--- src/rtl/game_pkg.sv ---
// Shared game definitions: flow states and default timing constants used by
// the controller, display and ball logic.
package game_pkg;

  typedef enum logic [1:0] {
    IDLE  = 2'd0,
    PLAY  = 2'd1,
    PAUSE = 2'd2,
    OVER  = 2'd3
  } game_state_t;

  localparam int unsigned LIVES_DEF  = 3;
  localparam int unsigned FRAME_RATE = 60;

  function automatic int unsigned max_u(input int unsigned a, input int unsigned b);
    return (a > b) ? a : b;
  endfunction

endpackage

--- src/rtl/frame_down_counter.sv ---
// Loadable, frame-tick-enabled down-counter that saturates at zero.
module frame_down_counter #(
  parameter int unsigned W = 8
) (
  input  logic         clk,
  input  logic         reset,
  input  logic         load,
  input  logic [W-1:0] load_val,
  input  logic         tick,
  output logic [W-1:0] count,
  output logic         zero
);

  logic [W-1:0] count_q;
  logic [W-1:0] count_d;

  // Load wins over tick; a tick at zero leaves the count at zero.
  always_comb begin
    count_d = count_q;
    if (load) begin
      count_d = load_val;
    end else if (tick && (count_q != '0)) begin
      count_d = count_q - W'(1);
    end
  end

  // Count register.
  always_ff @(posedge clk or posedge reset) begin
    if (reset) begin
      count_q <= '0;
    end else begin
      count_q <= count_d;
    end
  end

  assign count = count_q;
  assign zero  = (count_q == '0);

endmodule

--- src/rtl/game_state_ctrl.sv ---
// Game flow controller: lives, new-game / play / serve-pause / game-over
// sequencing on frame ticks, plus the game-over blink and play enable.
module game_state_ctrl
  import game_pkg::*;
#(
  parameter int unsigned LIVES        = LIVES_DEF,
  parameter int unsigned PAUSE_FRAMES = 2 * FRAME_RATE,
  parameter int unsigned HOLD_FRAMES  = 3 * FRAME_RATE,
  parameter int unsigned BLINK_FRAMES = FRAME_RATE / 2
) (
  input  logic       clk,
  input  logic       reset,
  input  logic       refr_tick,
  input  logic       start,
  input  logic       miss,
  output logic       game_on,
  output logic       game_over,
  output logic       over_blink,
  output logic       new_game,
  output logic [2:0] lives
);

  localparam int unsigned TW = $clog2(max_u(PAUSE_FRAMES, HOLD_FRAMES) + 1);
  localparam int unsigned BW = $clog2(BLINK_FRAMES + 1);

  game_state_t state_q, state_d;
  logic [2:0]  lives_q, lives_d;
  logic        game_on_q, game_on_d;
  logic        game_over_q, game_over_d;
  logic        over_blink_q, over_blink_d;
  logic        new_game_q, new_game_d;
  logic        start_q;
  logic        start_rise;

  logic          timer_load;
  logic [TW-1:0] timer_val;
  logic          timer_tick;
  logic [TW-1:0] timer_cnt;
  logic          timer_zero;

  logic          blink_load;
  logic          blink_tick;
  logic [BW-1:0] blink_cnt;
  logic          blink_zero;

  assign start_rise = start & ~start_q;

  frame_down_counter #(.W(TW)) u_timer (
    .clk      (clk),
    .reset    (reset),
    .load     (timer_load),
    .load_val (timer_val),
    .tick     (timer_tick),
    .count    (timer_cnt),
    .zero     (timer_zero)
  );

  frame_down_counter #(.W(BW)) u_blink (
    .clk      (clk),
    .reset    (reset),
    .load     (blink_load),
    .load_val (BW'(BLINK_FRAMES)),
    .tick     (blink_tick),
    .count    (blink_cnt),
    .zero     (blink_zero)
  );

  assign blink_tick = (state_q == OVER) && refr_tick;

  // Next state, counter controls and registered-output next values.
  always_comb begin
    state_d      = state_q;
    lives_d      = lives_q;
    new_game_d   = 1'b0;
    over_blink_d = over_blink_q;
    timer_load   = 1'b0;
    timer_val    = '0;
    timer_tick   = 1'b0;
    blink_load   = 1'b0;

    case (state_q)
      IDLE: begin
        if (start_rise) begin
          state_d    = PLAY;
          lives_d    = 3'(LIVES);
          new_game_d = 1'b1;
        end
      end
      PLAY: begin
        // Timer is not ticked here, so a tick coincident with a miss
        // cannot eat into the freshly loaded pause/hold time.
        if (miss) begin
          timer_load = 1'b1;
          if (lives_q > 3'd1) begin
            state_d   = PAUSE;
            lives_d   = lives_q - 3'd1;
            timer_val = TW'(PAUSE_FRAMES);
          end else begin
            state_d      = OVER;
            lives_d      = '0;
            timer_val    = TW'(HOLD_FRAMES);
            over_blink_d = 1'b1;
            blink_load   = 1'b1;
          end
        end
      end
      PAUSE: begin
        timer_tick = refr_tick;
        if (refr_tick && (timer_cnt <= TW'(1))) begin
          state_d = PLAY;
        end
      end
      OVER: begin
        timer_tick = refr_tick;
        // Toggle on the tick that takes the blink count from 1 to 0 and
        // reload in the same edge, so the phase lasts exactly BLINK_FRAMES.
        if (refr_tick && ((blink_cnt == BW'(1)) || blink_zero)) begin
          blink_load   = 1'b1;
          over_blink_d = ~over_blink_q;
        end
        // Hold check uses the pre-decrement timer value.
        if (start_rise && timer_zero) begin
          state_d      = PLAY;
          lives_d      = 3'(LIVES);
          new_game_d   = 1'b1;
          over_blink_d = 1'b0;
        end
      end
      default: begin
        state_d = IDLE;
      end
    endcase

    game_on_d   = (state_d == PLAY);
    game_over_d = (state_d == OVER);
  end

  // State and registered outputs.
  always_ff @(posedge clk or posedge reset) begin
    if (reset) begin
      state_q      <= IDLE;
      lives_q      <= 3'(LIVES);
      game_on_q    <= 1'b0;
      game_over_q  <= 1'b0;
      over_blink_q <= 1'b0;
      new_game_q   <= 1'b0;
      start_q      <= 1'b0;
    end else begin
      state_q      <= state_d;
      lives_q      <= lives_d;
      game_on_q    <= game_on_d;
      game_over_q  <= game_over_d;
      over_blink_q <= over_blink_d;
      new_game_q   <= new_game_d;
      start_q      <= start;
    end
  end

  assign game_on    = game_on_q;
  assign game_over  = game_over_q;
  assign over_blink = over_blink_q;
  assign new_game   = new_game_q;
  assign lives      = lives_q;

endmodule

--- config.mk ---
export PLATFORM = sky130hd
export DESIGN_NAME = game_state_ctrl
export DESIGN_NICKNAME = d
export VERILOG_FILES = /design/src/rtl/game_pkg.sv /design/src/rtl/frame_down_counter.sv /design/src/rtl/game_state_ctrl.sv
export SDC_FILE = /design/constraint.sdc
export NUM_CORES = 1
export LEC_CHECK = 0
export BUFFER_PORTS_ARGS = -buffer_cell sky130_fd_sc_hd__buf_4
export CAP_MARGIN = 20
export CELL_PAD_IN_SITES_DETAIL_PLACEMENT = 1
export CELL_PAD_IN_SITES_GLOBAL_PLACEMENT = 1
export CORE_MARGIN = 3
export CORE_UTILIZATION = 47
export CTS_CLUSTER_DIAMETER = 50
export DETAILED_ROUTE_END_ITERATION = 10
export PLACE_DENSITY_LB_ADDON = 0.2
export SYNTH_ARGS = -nofsm -noshare
export SYNTH_HDL_FRONTEND = slang
export SYNTH_SLANG_ARGS = --single-unit
--- constraint.sdc ---
create_clock -name clk -period 5.3 [get_ports clk]
set_input_delay 0.265 -clock clk [delete_from_list [all_inputs] [get_ports clk]]
set_output_delay 0.265 -clock clk [all_outputs]
set_load 0.02 [all_outputs]
======== Word level (Yosys, flattened, before mapping) ========
Cells that the tools add are included.
storage, ports and cells
  flip-flop bits (word level) ............. 23
  bits of input ports ..................... 5
  logic and storage cells ................. 80
cells by class
  equality and inequality tests ........... 11
  multiplexer cells ....................... 33
  order comparisons ....................... 2
  $add $sub $neg .......................... 3
  bitwise operators ....................... 3
  reductions and logical operators ........ 19
operator list
  cell                                                             count
  2-to-1 mux 8 bit                                                 5
  2-to-1 mux 1 bit                                                 13
  2-to-1 mux 3 bit                                                 4
  2-to-1 mux 5 bit                                                 2
  case mux 3 bit (3 select lines)                                  1
  less-or-equal comparator 8 x 1 -> 1 bit (second input constant)  1
  logical NOT 8 bit                                                1
  2-to-1 mux 2 bit                                                 4
  case mux 2 bit (4 select lines)                                  1
  AND reduction 4 bit                                              2
  nonzero test 8 bit                                               1
  subtractor 8 x 1 -> 8 bit (second input constant)                1
  == test 2 bit (second input constant)                            3
  logical AND 1 bit                                                6
  inequality test 2 bit (second input constant)                    3
  case mux 1 bit (2 select lines)                                  3
  nonzero test 2 bit                                               3
  == test 5 x 1 -> 1 bit (second input constant)                   1
  logical NOT 5 bit                                                1
  nonzero test 5 bit                                               1
  subtractor 5 x 1 -> 5 bit (second input constant)                1
  == test 2 x 1 -> 1 bit (second input constant)                   2
  greater-than comparator 3 x 1 -> 1 bit (second input constant)   1
  inequality test 3 x 1 -> 1 bit (second input constant)           1
  other kinds (8)                                                  9

======== Longest topological paths before layout ========
Gate-level depths: netlist of the first run.
  depth in word-level cells ............... 6
  gate-level depth with buffers ........... 7
  gate-level depth less buffers ........... 6

======== By module ========
A second synthesis of the first run with hierarchy kept.
second synthesis, totals
  cells, all modules ...................... 164
  area total of the unflattened synthesis .. 1535.2 um^2
by module, submodules not included
  module                        cells an instance  seq. area each (um^2)  area an instance (um^2)  instances
  game_state_ctrl               78                 252.7                  737.0                    1
  frame_down_counter (u_timer)  53                 200.2                  495.5                    1
  frame_down_counter (u_blink)  33                 125.1                  302.8                    1

======== Worst setup path before layout of the first run ========
Ideal clock, no wire load.
  kind .................................... register to register
  start point ............................. register u_timer.count_q[0], in the netlist u_timer.count[0]
  end point ............................... register lives_q[0], in the netlist lives[0]
  data arrival time ....................... 1.866 ns
  cell stages (with the launch flop) ...... 7
  setup slack ............................. 3.351 ns
  setup time .............................. 0.082 ns
  clock period less this slack ............ 1.949 ns
  path through ............................ dfrtp_1 > inv_1 > ha_1 > or3b_2 > nor3_4 > o21ai_2 > mux2_4
on the way
  word-level cells in the longest chain between the ends .. 4
RTL lines
  element                                   line                      source
  start: declaration                        frame_down_counter.sv:14  logic [W-1:0] count_q;
  start signal: assignment                  frame_down_counter.sv:32  count_q <= count_d;
  logical NOT 8 bit                         frame_down_counter.sv:37  assign zero = (count_q == '0);
  logical AND 1 bit                         game_state_ctrl.sv:122    if (start_rise && timer_zero) begin
  inequality test 2 x 1 -> 1 bit (no line)  -
  AND reduction 4 bit (no line)             -
  end signal: assignment                    game_state_ctrl.sv:142    lives_q <= 3'(LIVES);
  end signal: assignment                    game_state_ctrl.sv:150    lives_q <= lives_d;
  end: declaration                          game_state_ctrl.sv:27     logic [2:0] lives_q, lives_d;
Every way passes these cells.
A chain may end at the register's enable or synchronous reset.

======== Final worst setup path of the first run ========
  start point ............................. register u_timer.count_q[1], in the netlist u_timer.count[1]
  end point ............................... register lives_q[1], in the netlist lives[1]
The elaborated chain is that of the path after synthesis.

==> summary.md, run 1 <==
The source of the worst hold timing path was start. The most common cell in the synthesized netlist is sky130_fd_sc_hd__dfrtp_1. Along the worst path, the maximum fanout reaches 6. For the critical path required time, the log shows 5.56 ns.

Once detailed placement completed, the half-perimeter wirelength came to 2360 um. After synthesis, the cell types taking the most area are sky130_fd_sc_hd__dfrtp_1, sky130_fd_sc_hd__ha_1, sky130_fd_sc_hd__inv_1, sky130_fd_sc_hd__o21ai_0, sky130_fd_sc_hd__dfstp_2. The delay of the slowest cell on the worst path works out to 0.54 ns. Static timing analysis puts the maximum clock frequency at 0.465 GHz. The number of nets in the synthesized netlist is 168. After clock tree synthesis, the flow added hold-fix buffers numbering 0. The number of buffers on the longest clock path came out at 2. Routed metal-1 wire length: 1510 um.

The fraction of post-synthesis cell area in the top cell type by area is 0.364, and the number of synthesized register bits is 23. The number of levels the H-tree was split into came out at 1. The run finished with clean final reports. Leading register cell type out of synthesis: sky130_fd_sc_hd__dfrtp_1.

The number of buffer and inverter instances along the worst setup path is 1. Across the run, the number of max-cap violations was 0. The worst-case hold path end point is start_q$_DFF_PP0_. The finished layout holds 194 standard cells, fillers aside. Topmost layer with routed signal wires: met4. The final max-slew violation count came out at 0. The run gives 1420 um as the total met2 wirelength after detailed routing.

The routed design could run at a clock period as short as 2.15 ns. Across all layers, the routed design uses 1,137 vias. The first global-routing pass estimated 5260 um of wire. The placer congestion estimate was 0.842. For the count of different cell masters after synthesis, the log shows 46. The ratio of final minimum period to clock period came out at 0.405. Type of the worst setup path: register to register. For the all-layer global routing usage, the log shows 0.191. The tools report the slack of the worst reg-to-reg path as 3.15 ns. Grouping stages by cell kind, the critical path spends the most delay in simple AND/OR/NAND/NOR gates. The tools report the maximum clock skew at final layout as 0.00267 ns. The arrival time reported for the critical path endpoint was 2.41 ns; the detailed-route DRC error count was 0. For this run, the post-layout net count is 181. The mean cell area of the mapped netlist works out to 9.57 sq um. The tools report the reg-to-reg critical path startpoint as u_timer.count[1]$_DFFE_PP0P_. In this run the cell area measured after placement is 1550 sq um.

The initial core utilization was 0.507. For this design, the slowest cell found on the critical path is sky130_fd_sc_hd__or3b_2. The die is 61.5 um wide. Total of cells resized after clock tree synthesis: 0.

The finished cells cover 1580 sq um. sky130_fd_sc_hd__dfrtp_1 takes more of the synthesized area than any other cell. The filler cells instantiated in the layout total 345. The transition at the pin with the smallest max-transition slack was 0.878 ns. The maximum vdd ir drop came out at 0.000206 V. The die is 61.5 um tall.

Pin placement for this block handled 12 I/O pins. Ranked by instance count, the synthesized netlist is headed by sky130_fd_sc_hd__dfrtp_1, sky130_fd_sc_hd__inv_1, sky130_fd_sc_hd__ha_1, sky130_fd_sc_hd__o21ai_0. Counting cells, the worst reg-to-reg path comes to 6. The kind of end point of the critical path is a register. The total inserted antenna cells is 0.

The fraction of layout instances using a drive strength above 1 was 0.160. Dividing total power by cell area gives a power density of 503 nW/um^2. The proportion of synthesized chip area in sequential cells is 0.400, and the number of failing setup endpoints in the final timing report is 0.

The worst reg2reg path endpoint is lives[1]$_DFFE_PP1P_. The logs give 0 for the number of failing hold endpoints at the final stage and 43 for the initial DRC count. Counting tap cells, the placed design contains a total of 190 instances.

The warning count from the yosys run came out at 0. The placeable core region was 2850 sq um. The share of synthesized registers carrying an async set or reset is 1.00, and the number of iterations in the first detailed-routing pass is 4.

The root buffer cell chosen for the clock tree is sky130_fd_sc_hd__clkbuf_4. Counting every instance in the synthesized netlist gives 151. The tools report the cell area after synthesis as 1450 sq um. For this design the static power due to leakage is 0.688 nW. TritonCTS built the clock tree. The tools report the number of antenna violations at the first check in global routing as 0. Setup repair after global routing left no endpoint under its margin. The logs give 0 for the remaining antenna violation count and 0 for the global route total overflow. The wire length per cell is 15.8 um. The number of setup buffers added after CTS is 0.

Number of global-route vias before repair: 1,120. CTS sink count: 23. In this run the tool buffered the top-level ports with 11 buffer cells. In this run the core area contains 19 standard-cell rows. The worst hold path stage count was 1. The layout overhead on the synthesized area is 9.35%, and the CTS buffer count is 3. In the final layout, the multi-input gates occupy 795 sq um.

Yosys mapped a number of flops with a built-in enable equal to 0. The die covers 3780 sq um. The length of routed met3 wiring is 76 um, and the per-cell via count in the routed design is 5.86. Entering global routing, the biggest net connects 24 pins. Walking the worst path, the cells encountered are inv_1, ha_1, or3b_2, nor3_4, o21ai_2, mux2_4. The total area of sequential cells was 578 sq um.

STA classifies the critical path startpoint as a register. For the worst relative slew slack, the log shows 0.414. The routed wire length is 3070 um, and the later-pin clock latency in the skew report is 0.32 ns.

The path class of the tightest hold or removal check is primary input to register. Clock-pin slew was measured on the worst setup and hold paths at 0.13 ns. The final sum of negative setup slack came out at 0 ns.
==> final cells by class <==
type | instances | share of cell area
inverter | 16 | 0.0380
timing repair buffer | 11 | 0.0523
tap | 31 | 0.0245
multi-input combinational | 109 | 0.503
clock buffer | 4 | 0.0166
sequential | 23 | 0.366
==> layout by cell type (no fill, tap or decap), types with 2 or more instances in the layout <==
master                     instances
sky130_fd_sc_hd__xnor2_1           5
sky130_fd_sc_hd__buf_4            11
sky130_fd_sc_hd__or3b_2            2
sky130_fd_sc_hd__a211oi_1          3
sky130_fd_sc_hd__o21ai_0          11
sky130_fd_sc_hd__nor3b_1           2
sky130_fd_sc_hd__nand2b_1          2
sky130_fd_sc_hd__clkbuf_4          3
sky130_fd_sc_hd__o21a_1            2
sky130_fd_sc_hd__or3_1             2
sky130_fd_sc_hd__mux2i_1           2
sky130_fd_sc_hd__nor3_1            4
sky130_fd_sc_hd__nor4_1            6
sky130_fd_sc_hd__or2_2             2
sky130_fd_sc_hd__nor2b_1           2
sky130_fd_sc_hd__o31ai_1           3
sky130_fd_sc_hd__a21oi_1           6
sky130_fd_sc_hd__mux2_4            2
sky130_fd_sc_hd__dfstp_2           2
sky130_fd_sc_hd__dfrtp_1          21
sky130_fd_sc_hd__nand2_1           8
sky130_fd_sc_hd__inv_1            16
sky130_fd_sc_hd__ha_1             12
sky130_fd_sc_hd__nand3_1           4
sky130_fd_sc_hd__nor2_1            8
==> power by group <==
part / leakage (nW) / total (mW) / switching [mW] / internal, mW
clock: 0.0150 / 0.0841 / 0.0546 / 0.0295
sequential: 0.265 / 0.312 / 0.0673 / 0.244
combinational: 0.408 / 0.400 / 0.225 / 0.174
==> worst register-to-register path, delay by kind of cell, from the launching register on <==
family | cells | cell delay [ns]
AND/OR/NAND/NOR | 2 | 0.86
flip-flops | 1 | 0.43
multiplexers | 1 | 0.31
adder cells (fa/ha/maj) | 1 | 0.24
AO/OA/AOI/OAI | 1 | 0.15
buffers and inverters | 1 | 0.11
==> through the flow <==
step / utilization / hold WS (ns) / power, mW / setup slack, ns
floorplan: - / 0.265 / 0.608 / 3.35
global placement: 0.545 / 0.390 / 0.701 / 3.19
detailed placement: 0.545 / 0.392 / 0.717 / 3.17
CTS: 0.554 / 0.0517 / 0.804 / 3.15
global route: 0.554 / 0.0288 / 0.881 / 2.98
finish: 0.554 / 0.0553 / 0.795 / 3.15
==> logic make-up (layout without fill, tap and decap cells) <==
group	after synthesis	count (layout)	synth area share
adders and majority gates	12	12	0.104
DFF	23	23	0.400
xor gates and xnor gates	5	5	0.0303
buffers and inverters	19	31	0.0502
muxes	4	4	0.0346
and+or+nand+nor	50	50	0.202
AOI/OAI and AO/OA	38	38	0.179
==> metal layers <==
metal,GRT usage,vias to the layer above
li1,-,564
met5,0,-
met1,0.258,554
met4,0.0727,0
met2,0.310,14
met3,0.0252,5
==> worst max-delay path by stage <==
stage                                       startpoint  slack [ns]                           end  cells after the start
after global placement    u_timer.count[0]$_DFFE_PP0P_        3.19          lives[0]$_DFFE_PP1P_                      6
after floorplan           u_timer.count[0]$_DFFE_PP0P_        3.35          lives[0]$_DFFE_PP1P_                      6
after global routing              state_q[1]$_DFF_PP0_        2.98  u_blink.count[0]$_DFFE_PP0P_                      6
final                     u_timer.count[1]$_DFFE_PP0P_        3.15          lives[1]$_DFFE_PP1P_                      6
after detailed placement  u_timer.count[0]$_DFFE_PP0P_        3.17          lives[1]$_DFFE_PP1P_                      6
after CTS                 u_timer.count[1]$_DFFE_PP0P_        3.15          lives[1]$_DFFE_PP1P_                      6
==> flip-flops by register name (all words and copies together), names as in the netlist <==
register,flops
new_game,1
state_q,2
start_q,1
game_over,1
lives,3
u_timer.count,8
over_blink,1
game_on,1
u_blink.count,5
Power figures use the tool's default switching activity.
==> run 2: changes to the inputs <==
--- a/config.mk
+++ b/config.mk
@@ -10,7 +10,7 @@
 export CELL_PAD_IN_SITES_DETAIL_PLACEMENT = 1
 export CELL_PAD_IN_SITES_GLOBAL_PLACEMENT = 1
 export CORE_MARGIN = 3
-export CORE_UTILIZATION = 47
+export CORE_UTILIZATION = 45
 export CTS_CLUSTER_DIAMETER = 50
 export DETAILED_ROUTE_END_ITERATION = 10
 export PLACE_DENSITY_LB_ADDON = 0.2
==> constraint.sdc (replaced) <==
create_clock -name clk -period 2.1 [get_ports clk]
set_input_delay 0.105 -clock clk [delete_from_list [all_inputs] [get_ports clk]]
set_output_delay 0.105 -clock clk [all_outputs]
set_load 0.02 [all_outputs]
==> run 2 against run 1 <==
Net effect: clock power grew to 2.5 times the previous value; non-clock buffer count is 7 higher; fmax is 4.4% higher; clock skew hardly changed; first-iteration DRC count is 98% higher; sequential cell count stayed put; wire length is 13% higher; utilization is 1.9 points higher.
==> summary.md, run 2 (synthesis gave the netlist of run 1 again) <==
The run finished with clean final reports. The worst hold path belongs to the class primary input to register. Y dimension of the die: 62.7 um (+2.0%).

The clock slew seen by the registers of the worst setup and hold paths was 0.13 ns (about the same). The wire length per cell is 16.3 um (+3.4%). The tools report the highest clock frequency the design can meet as 0.486 GHz (+4.4%).

The number of antenna violations at the first check in global routing is 0 (unchanged). The worst setup path is captured at a register. The half-perimeter wire length after detailed placement was 2580 um (+9.1%); the later-pin clock latency in the skew report was 0.31 ns (about the same). The worst hold path stage count is 4 (+3). The run gives 0.000608 V (+200%) as the maximum vdd ir drop. The final instance count without filler cells is 212 (+9.3%), and the total inserted antenna cells is 0 (unchanged).

The initial DRC count came out at 85 (+98%). The tools report the element type at the critical path start as a register. The layout net count is 188 (+3.9%), and the fraction of layout instances using a drive strength above 1 is 0.206 (+0.0464). The tools report the placer congestion estimate as 0.847 (+0.58%). Power per standard cell area: 1260 nW/um^2 (+150%). The tools report the final sum of negative setup slack as 0 ns (unchanged). TritonCTS built the clock tree. Type of the worst setup path: register to register.

Total instance count after detailed placement: 205 (+7.9%). Relative to the synthesized area, the layout overhead comes to 15.0%. The per-cell via count in the routed design was 5.61 (-4.3%). For the filler cell count in the final layout, the log shows 350 (+1.4%).

The total area of sequential cells is 578 sq um (unchanged), and the number of global-route vias before repair is 1,316 (+18%). The number of failing hold endpoints at the final stage was 0 (unchanged). The peak fanout along the critical path is 6 (unchanged). The row count came out at 19 (unchanged). The CTS sink count is 23 (unchanged), and the placeable core region is 2900 sq um (+1.7%). The commonest non-fill, non-tap cell in the layout is sky130_fd_sc_hd__dfrtp_1. The critical path starts at u_timer.count[5]$_DFFE_PP0P_. The depth of the worst register-to-register path is 4 (-2). The quantity of I/O buffers inserted on ports was 11 (unchanged); the slack of the worst reg-to-reg path was 0.04 ns (-3.11 ns). The die width was 62.7 um (+2.0%); the first-pass GRT wire length was 5930 um (+13%).

The tools report the number of iterations in the first detailed-routing pass as 4 (unchanged). In the layout the commonest cells are sky130_fd_sc_hd__dfrtp_1, sky130_fd_sc_hd__inv_1, sky130_fd_sc_hd__buf_4. In this run the critical register-to-register path is launched from u_timer.count[5]$_DFFE_PP0P_. The logs give 0.721 nW (+4.8%) for the static leakage and 0.00310 ns (+0.000429 ns) for the maximum clock skew at final layout. Setup repair after global routing left no endpoint under its margin. The tools report the remaining antenna violation count as 0 (unchanged). The global route total overflow came out at 0 (unchanged). The number of ports placed on the die boundary was 12 (unchanged); the transition at the pin with the smallest max-transition slack was 0.873 ns (-0.00405 ns). The tree is rooted in a sky130_fd_sc_hd__clkbuf_4. The detailed-route DRC error count was 0 (unchanged). The logs give 1,189 (+4.6%) for the number of vias after detailed routing and 0 (unchanged) for the final max-slew violation count. The tools report the number of buffers on the longest clock path as 2 (unchanged). The tools report the all-layer global routing usage as 0.185 (-0.00537). The number of flip-flops under the largest register name is 8 (unchanged).

Floorplan die area: 3930 sq um (+4.0%). The area of the multi-input gates was 803 sq um (+1.1%); the number of failing setup endpoints in the final timing report was 0 (unchanged). The run gives 3 (unchanged) as the CTS buffer count.

The most critical setup path has its endpoint at game_over$_DFF_PP0_. The logs give 0 (unchanged) for the max-capacitance violation count and 0.498 (-0.00830) for the initial core utilization. The tools report the largest net degree at the start of global routing as 24 (unchanged). The number of levels the H-tree was split into was 1 (unchanged); the time the worst path needs with I/O delays and setup was 2.06 ns (-0.0913 ns). The ratio of final minimum period to clock period was 0.980 (+0.574); the overall power of the completed layout was 2.09 mW (+160%). In this run the critical register-to-register path is captured at game_over$_DFF_PP0_. Worst relative slew slack: 0.417 (+0.00270). The logs give 2.26 ns (-0.15 ns) for the arrival time reported for the critical path endpoint and 3460 um (+13%) for the routed wire length.

The critical path required time is 2.30 ns (-3.26 ns).
## run 2: worst min path at each step
stage              start                           end  slack, ns
2_1_floorplan      reset             game_on$_DFF_PP0_       0.11
3_3_place_gp       start             start_q$_DFF_PP0_       0.23
3_5_place_dp       start             start_q$_DFF_PP0_       0.23
4_1_cts             miss  u_timer.count[4]$_DFFE_PP0P_       0.24
5_1_grt             miss  u_timer.count[4]$_DFFE_PP0P_       0.26
6_report       refr_tick  u_blink.count[4]$_DFFE_PP0P_       0.24
## run 2: where the power goes
group | leakage, nW | internal (mW) | switching (mW) | total [mW]
clock network | 0.0177 | 0.0712 | 0.141 | 0.212
registers | 0.265 | 0.616 | 0.175 | 0.791
logic | 0.438 | 0.479 | 0.610 | 1.09
total | 0.721 | 1.17 | 0.925 | 2.09
## run 2: layer usage
layer / vias to the layer above / routed length (um) / GRT usage
met4: 0 / 32 / 0.0661
li1: 579 / - / -
met3: 4 / 83 / 0.0234
met5: - / 0 / 0
met1: 591 / 1600 / 0.234
met2: 15 / 1740 / 0.324
## run 2: timing repair
| item | in CTS | in global routing |
|---|---|---|
| setup buffers | 0 | 1 |
| setup endpoints to repair | 0 | 7 |
| gates resized for setup | 0 | 3 |
| hold buffers | 2 | 0 |
| hold endpoints to repair | 14 | 0 |
## run 2: layout make-up
class	count	area share
multi-input cells	109	0.483
flip-flops and latches	23	0.348
repair buffers	18	0.0843
inverters	16	0.0361
well taps	42	0.0316
clock buffers	3	0.0136
clock inverters	1	0.00301
## run 2: critical path: stages, from the launching register on
cell and delay (ns):
sky130_fd_sc_hd__dfrtp_1 0.44, sky130_fd_sc_hd__or4_1 0.69, sky130_fd_sc_hd__nor4_1 0.43, sky130_fd_sc_hd__o22ai_1 0.21
sky130_fd_sc_hd__nor2b_1 0.18
## run 2: metrics by stage
| stage | instance area [sq um] | hold WS (ns) | worst slack (ns) | util |
|---|---|---|---|---|
| finish | 1660 | 0.238 | 0.0423 | 0.573 |
| global route | 1660 | 0.260 | 0.0183 | 0.573 |
| CTS | 1650 | 0.236 | 0.0507 | 0.567 |
| detailed placement | 1600 | 0.232 | 0.0892 | 0.551 |
| global placement | 1600 | 0.230 | 0.154 | 0.551 |
| floorplan | 1450 | 0.105 | 0.151 | - |
==> run 3: changes to the inputs <==
--- a/config.mk
+++ b/config.mk
@@ -5,12 +5,13 @@
 export SDC_FILE = /design/constraint.sdc
 export NUM_CORES = 1
 export LEC_CHECK = 0
+export ABC_AREA = 1
 export BUFFER_PORTS_ARGS = -buffer_cell sky130_fd_sc_hd__buf_4
 export CAP_MARGIN = 20
 export CELL_PAD_IN_SITES_DETAIL_PLACEMENT = 1
 export CELL_PAD_IN_SITES_GLOBAL_PLACEMENT = 1
 export CORE_MARGIN = 3
-export CORE_UTILIZATION = 45
+export CORE_UTILIZATION = 44
 export CTS_CLUSTER_DIAMETER = 50
 export DETAILED_ROUTE_END_ITERATION = 10
 export PLACE_DENSITY_LB_ADDON = 0.2
==> run 3 against run 2 <==
Net effect: the flow now finishes with violations (negative hold slack); sequential share of layout area fell by 1.1 points; die area rose by 8.4%; synthesized cell count rose by 25%; combinational power rose by 25%; fmax rose by 18%; sequential power fell by 1%; cell count rose by 17%; clock power barely moved; utilization fell by 3.7 points.
==> summary.md, run 3 <==
The quantity of I/O buffers inserted on ports is 11 (unchanged). The worst setup path is launched from a register. The run gives 1,382 (+5.0%) as the number of global-route vias before repair.

The number of buffer and inverter instances along the worst setup path was 3 (+3). The warning count from the yosys run was 0 (unchanged); the number of synthesized register bits was 23 (unchanged). The arrival time reported for the critical path endpoint is 1.97 ns (-0.29 ns). The post-CTS setup repair buffer count was 0 (unchanged). Placer congestion estimate: 0.822 (-2.9%). The count of different cell masters after synthesis was 31 (-33%); the ratio of final minimum period to clock period was 0.831 (-0.149). Detailed-route DRC error count: 0 (unchanged). The run gives 0 (unchanged) as the number of failing setup endpoints in the final timing report.

The all-layer global routing usage came out at 0.178 (-0.00776). The run gives 417 (+19%) as the filler cell count in the final layout. Ranked by instance count, the synthesized netlist is headed by sky130_fd_sc_hd__nand2_1, sky130_fd_sc_hd__inv_1, sky130_fd_sc_hd__dfrtp_1, sky130_fd_sc_hd__nand3_1. The later-pin clock latency in the skew report was 0.32 ns (about the same); the final sum of negative setup slack was 0 ns (unchanged). The static leakage came out at 0.884 nW (+23%). The routed metal-1 wire length is 1510 um (-6.0%). The maximum vdd ir drop is 0.000687 V (+13%). The most common cell type on the critical path is sky130_fd_sc_hd__nand2_1. The highest clock frequency the design can meet was 0.573 GHz (+18%).

The run finished, with violations left. The final instance count without filler cells is 248 (+17%). The depth of the worst register-to-register path was 11 (+7); the transition at the pin with the smallest max-transition slack was 0.900 ns (+0.0261 ns). For the first-pass GRT wire length, the log shows 6000 um (+1.0%). The worst-case setup margin in the final layout is 0.354 ns (+0.312 ns). The placeable core region came out at 3200 sq um (+10%). Leading register cell type out of synthesis: sky130_fd_sc_hd__dfrtp_1. The total inserted antenna cells is 0 (unchanged). Delay of the slowest cell on the worst path: 0.44 ns (-0.25 ns). Clock tree synthesis selected as its root buffer the cell sky130_fd_sc_hd__clkbuf_4. The clock slew seen by the registers of the worst setup and hold paths was 0.13 ns (about the same).

For the layout net count, the log shows 222 (+18%). The maximum clock skew at final layout is 0.00849 ns (+0.00539 ns). Initial DRC count: 25 (-71%). Y dimension of the die: 65.3 um (+4.1%). The number of levels the H-tree was split into was 1 (unchanged); the final max-slew violation count was 0 (unchanged). The number of flip-flops under the largest register name was 8 (unchanged). The number of antenna violations at the first check in global routing came out at 0 (unchanged). The tools report the overall power of the completed layout as 2.36 mW (+13%). The mean cell area of the mapped netlist came out at 8.22 sq um (-14%). By area the synthesized netlist is led by sky130_fd_sc_hd__dfrtp_1, sky130_fd_sc_hd__ha_1, sky130_fd_sc_hd__nand2_1, sky130_fd_sc_hd__inv_1, sky130_fd_sc_hd__nand3_1. Number of iterations in the first detailed-routing pass: 6 (+2). The total of cells resized after clock tree synthesis was 0 (unchanged); the row count was 20 (+1).

For the half-perimeter wire length after detailed placement, the log shows 2710 um (+4.9%). Share of synthesized registers carrying an async set or reset: 1.00 (unchanged). The time the worst path needs with I/O delays and setup was 1.75 ns (-0.312 ns). The tools report the final standard cell utilization of the core as 0.536 (-0.0374).

The number of instances in the synthesized netlist is 188 (+25%), and the number of failing hold endpoints at the final stage is 21 (+21). The synthesized netlist net count came out at 205 (+22%). Fraction of layout instances using a drive strength above 1: 0.225 (+0.0196).

The tools report the number of buffers on the longest clock path as 2 (unchanged). The worst relative slew slack is 0.400 (-0.0174), and the length of routed met3 wiring is 91 um (+9.6%). The number of synthesized flops with an enable pin works out to 0 (unchanged).

The initial core utilization came out at 0.482 (-0.0159). TritonCTS built the clock tree. The checks that failed: negative hold slack.

The tools report the worst reg2reg path endpoint as u_blink.count[2]$_DFFE_PP0P_. Compared with the post-synthesis result, the final layout area differs by 11.0%. The global route total overflow is 0 (unchanged), and the remaining antenna violation count is 0 (unchanged).

Wire length per cell: 13.3 um (-19%). The commonest non-fill, non-tap cell in the layout is sky130_fd_sc_hd__nand2_1. The peak fanout along the critical path is 5 (-1). The master of the slowest instance on the critical path is sky130_fd_sc_hd__dfrtp_1. The die width was 65.3 um (+4.1%).

Setup repair after global routing left no endpoint under its margin. The area of the multi-input gates came out at 828 sq um (+3.1%). Traced cell by cell, the critical path runs through inv_1, ha_1, nand2_1, inv_1, nand2_2, nand2_2, inv_2, nand2_2, nand2_1, nand2_1, nand2_1. The largest total area in the synthesized netlist belongs to sky130_fd_sc_hd__dfrtp_1. For the routed wire length, the log shows 3300 um (-4.8%). The path category of the worst min-delay check is primary input to asynchronous set/reset pin. The slack of the worst reg-to-reg path was 0.35 ns (+0.31 ns); the max-capacitance violation count was 0 (unchanged). Type of the worst setup path: register to register. The worst register-to-register path begins at state_q[1]$_DFF_PP0_. For the largest net degree at the start of global routing, the log shows 24 (unchanged). The total met2 wirelength after detailed routing came out at 1680 um (-3.8%). The topmost layer with routed signal wires was met4. The tools report the floorplan die area as 4260 sq um (+8.4%). Most numerous cell in the Yosys netlist: sky130_fd_sc_hd__nand2_1. The number of vias after detailed routing is 1,242 (+4.5%), and the number of ports placed on the die boundary is 12 (unchanged). The run gives 3 (unchanged) as the CTS buffer count. Broken down by cell family, the worst path's largest delay share belongs to simple AND/OR/NAND/NOR gates.

The power per standard cell area works out to 1370 nW/um^2 (+9.2%). The CTS sink count was 23 (unchanged). The tools report the worst slack at placement as 0.364 ns (+0.275 ns). The top cell types in the final layout, fill and taps aside, are sky130_fd_sc_hd__nand2_1, sky130_fd_sc_hd__inv_1, sky130_fd_sc_hd__dfrtp_1.

Critical path required time: 2.32 ns (+0.02 ns). The total instance count after detailed placement came out at 243 (+19%). STA classifies the critical path endpoint as a register.

The total area of sequential cells was 578 sq um (unchanged). The run gives 1550 sq um (+6.9%) as the cell area after synthesis. For the proportion of synthesized chip area in sequential cells, the log shows 0.374 (-0.0259).

The fraction of post-synthesis cell area in the top cell type by area is 0.340 (-0.0236), and the hold slack is -0.0352 ns (-0.273 ns). The per-cell via count in the routed design works out to 5.01 (-11%).
## run 3: cell types whose count changed after synthesis, sizes merged, moves of 4 or more
cell   change
nand2     +34
inv       +16
nand3     +14
o21ai      +8
nor2       +7
nor4       -6
nor3       -4
xnor2      -4
xor2       +4
## run 3: timing repair
item | CTS | global route
hold buffers | 1 | 0
endpoints found under the hold margin | 1 | 0
setup endpoints to repair | 0 | 0
## run 3: layout make-up
type | count | area share
Clock buffer | 4 | 0.0153
Inverter | 32 | 0.0700
Multi-Input combinational cell | 131 | 0.483
Sequential cell | 23 | 0.337
Tap cell | 44 | 0.0321
Timing Repair Buffer | 14 | 0.0627
## run 3: how the worst max path moves through the flow
| stage | slack, ns | end | cells past startpoint | from |
|---|---|---|---|---|
| after global routing | 0.16 | u_blink.count[2]$_DFFE_PP0P_ | 11 | state_q[1]$_DFF_PP0_ |
| final | 0.35 | u_blink.count[2]$_DFFE_PP0P_ | 11 | state_q[1]$_DFF_PP0_ |
| after global placement | 0.45 | u_blink.count[2]$_DFFE_PP0P_ | 11 | state_q[1]$_DFF_PP0_ |
| after CTS | 0.35 | u_blink.count[2]$_DFFE_PP0P_ | 11 | state_q[1]$_DFF_PP0_ |
| after floorplan | 0.58 | u_blink.count[2]$_DFFE_PP0P_ | 13 | lives[1]$_DFFE_PP1P_ |
| after detailed placement | 0.36 | u_blink.count[2]$_DFFE_PP0P_ | 11 | state_q[1]$_DFF_PP0_ |
## run 3: cell families after synthesis
family	Yosys count	synth area share
AOI/OAI and AO/OA	33	0.119
adders and majority gates	12	0.0972
DFF	23	0.374
and+or+nand+nor	81	0.291
buffers and inverters	34	0.0899
xor gates and xnor gates	5	0.0283
## run 3: per-stage QoR
step | hold slack (ns) | instance area (sq um)
after detailed placement | 0.225 | 1680
after CTS | 0.0103 | 1720
after floorplan | 0.105 | 1550
after global placement | 0.224 | 1680
final | -0.0352 | 1720
after global routing | 0.0226 | 1720
## run 3: power breakdown
part,internal (mW),switching (mW)
registers,0.639,0.143
clock network,0.0742,0.139
logic,0.507,0.856
## run 3: per-layer routing
metal	vias to the layer above	track usage
li1	630	-
met1	596	0.209
met2	14	0.330
met3	2	0.0308
met4	0	0.0440
met5	-	0
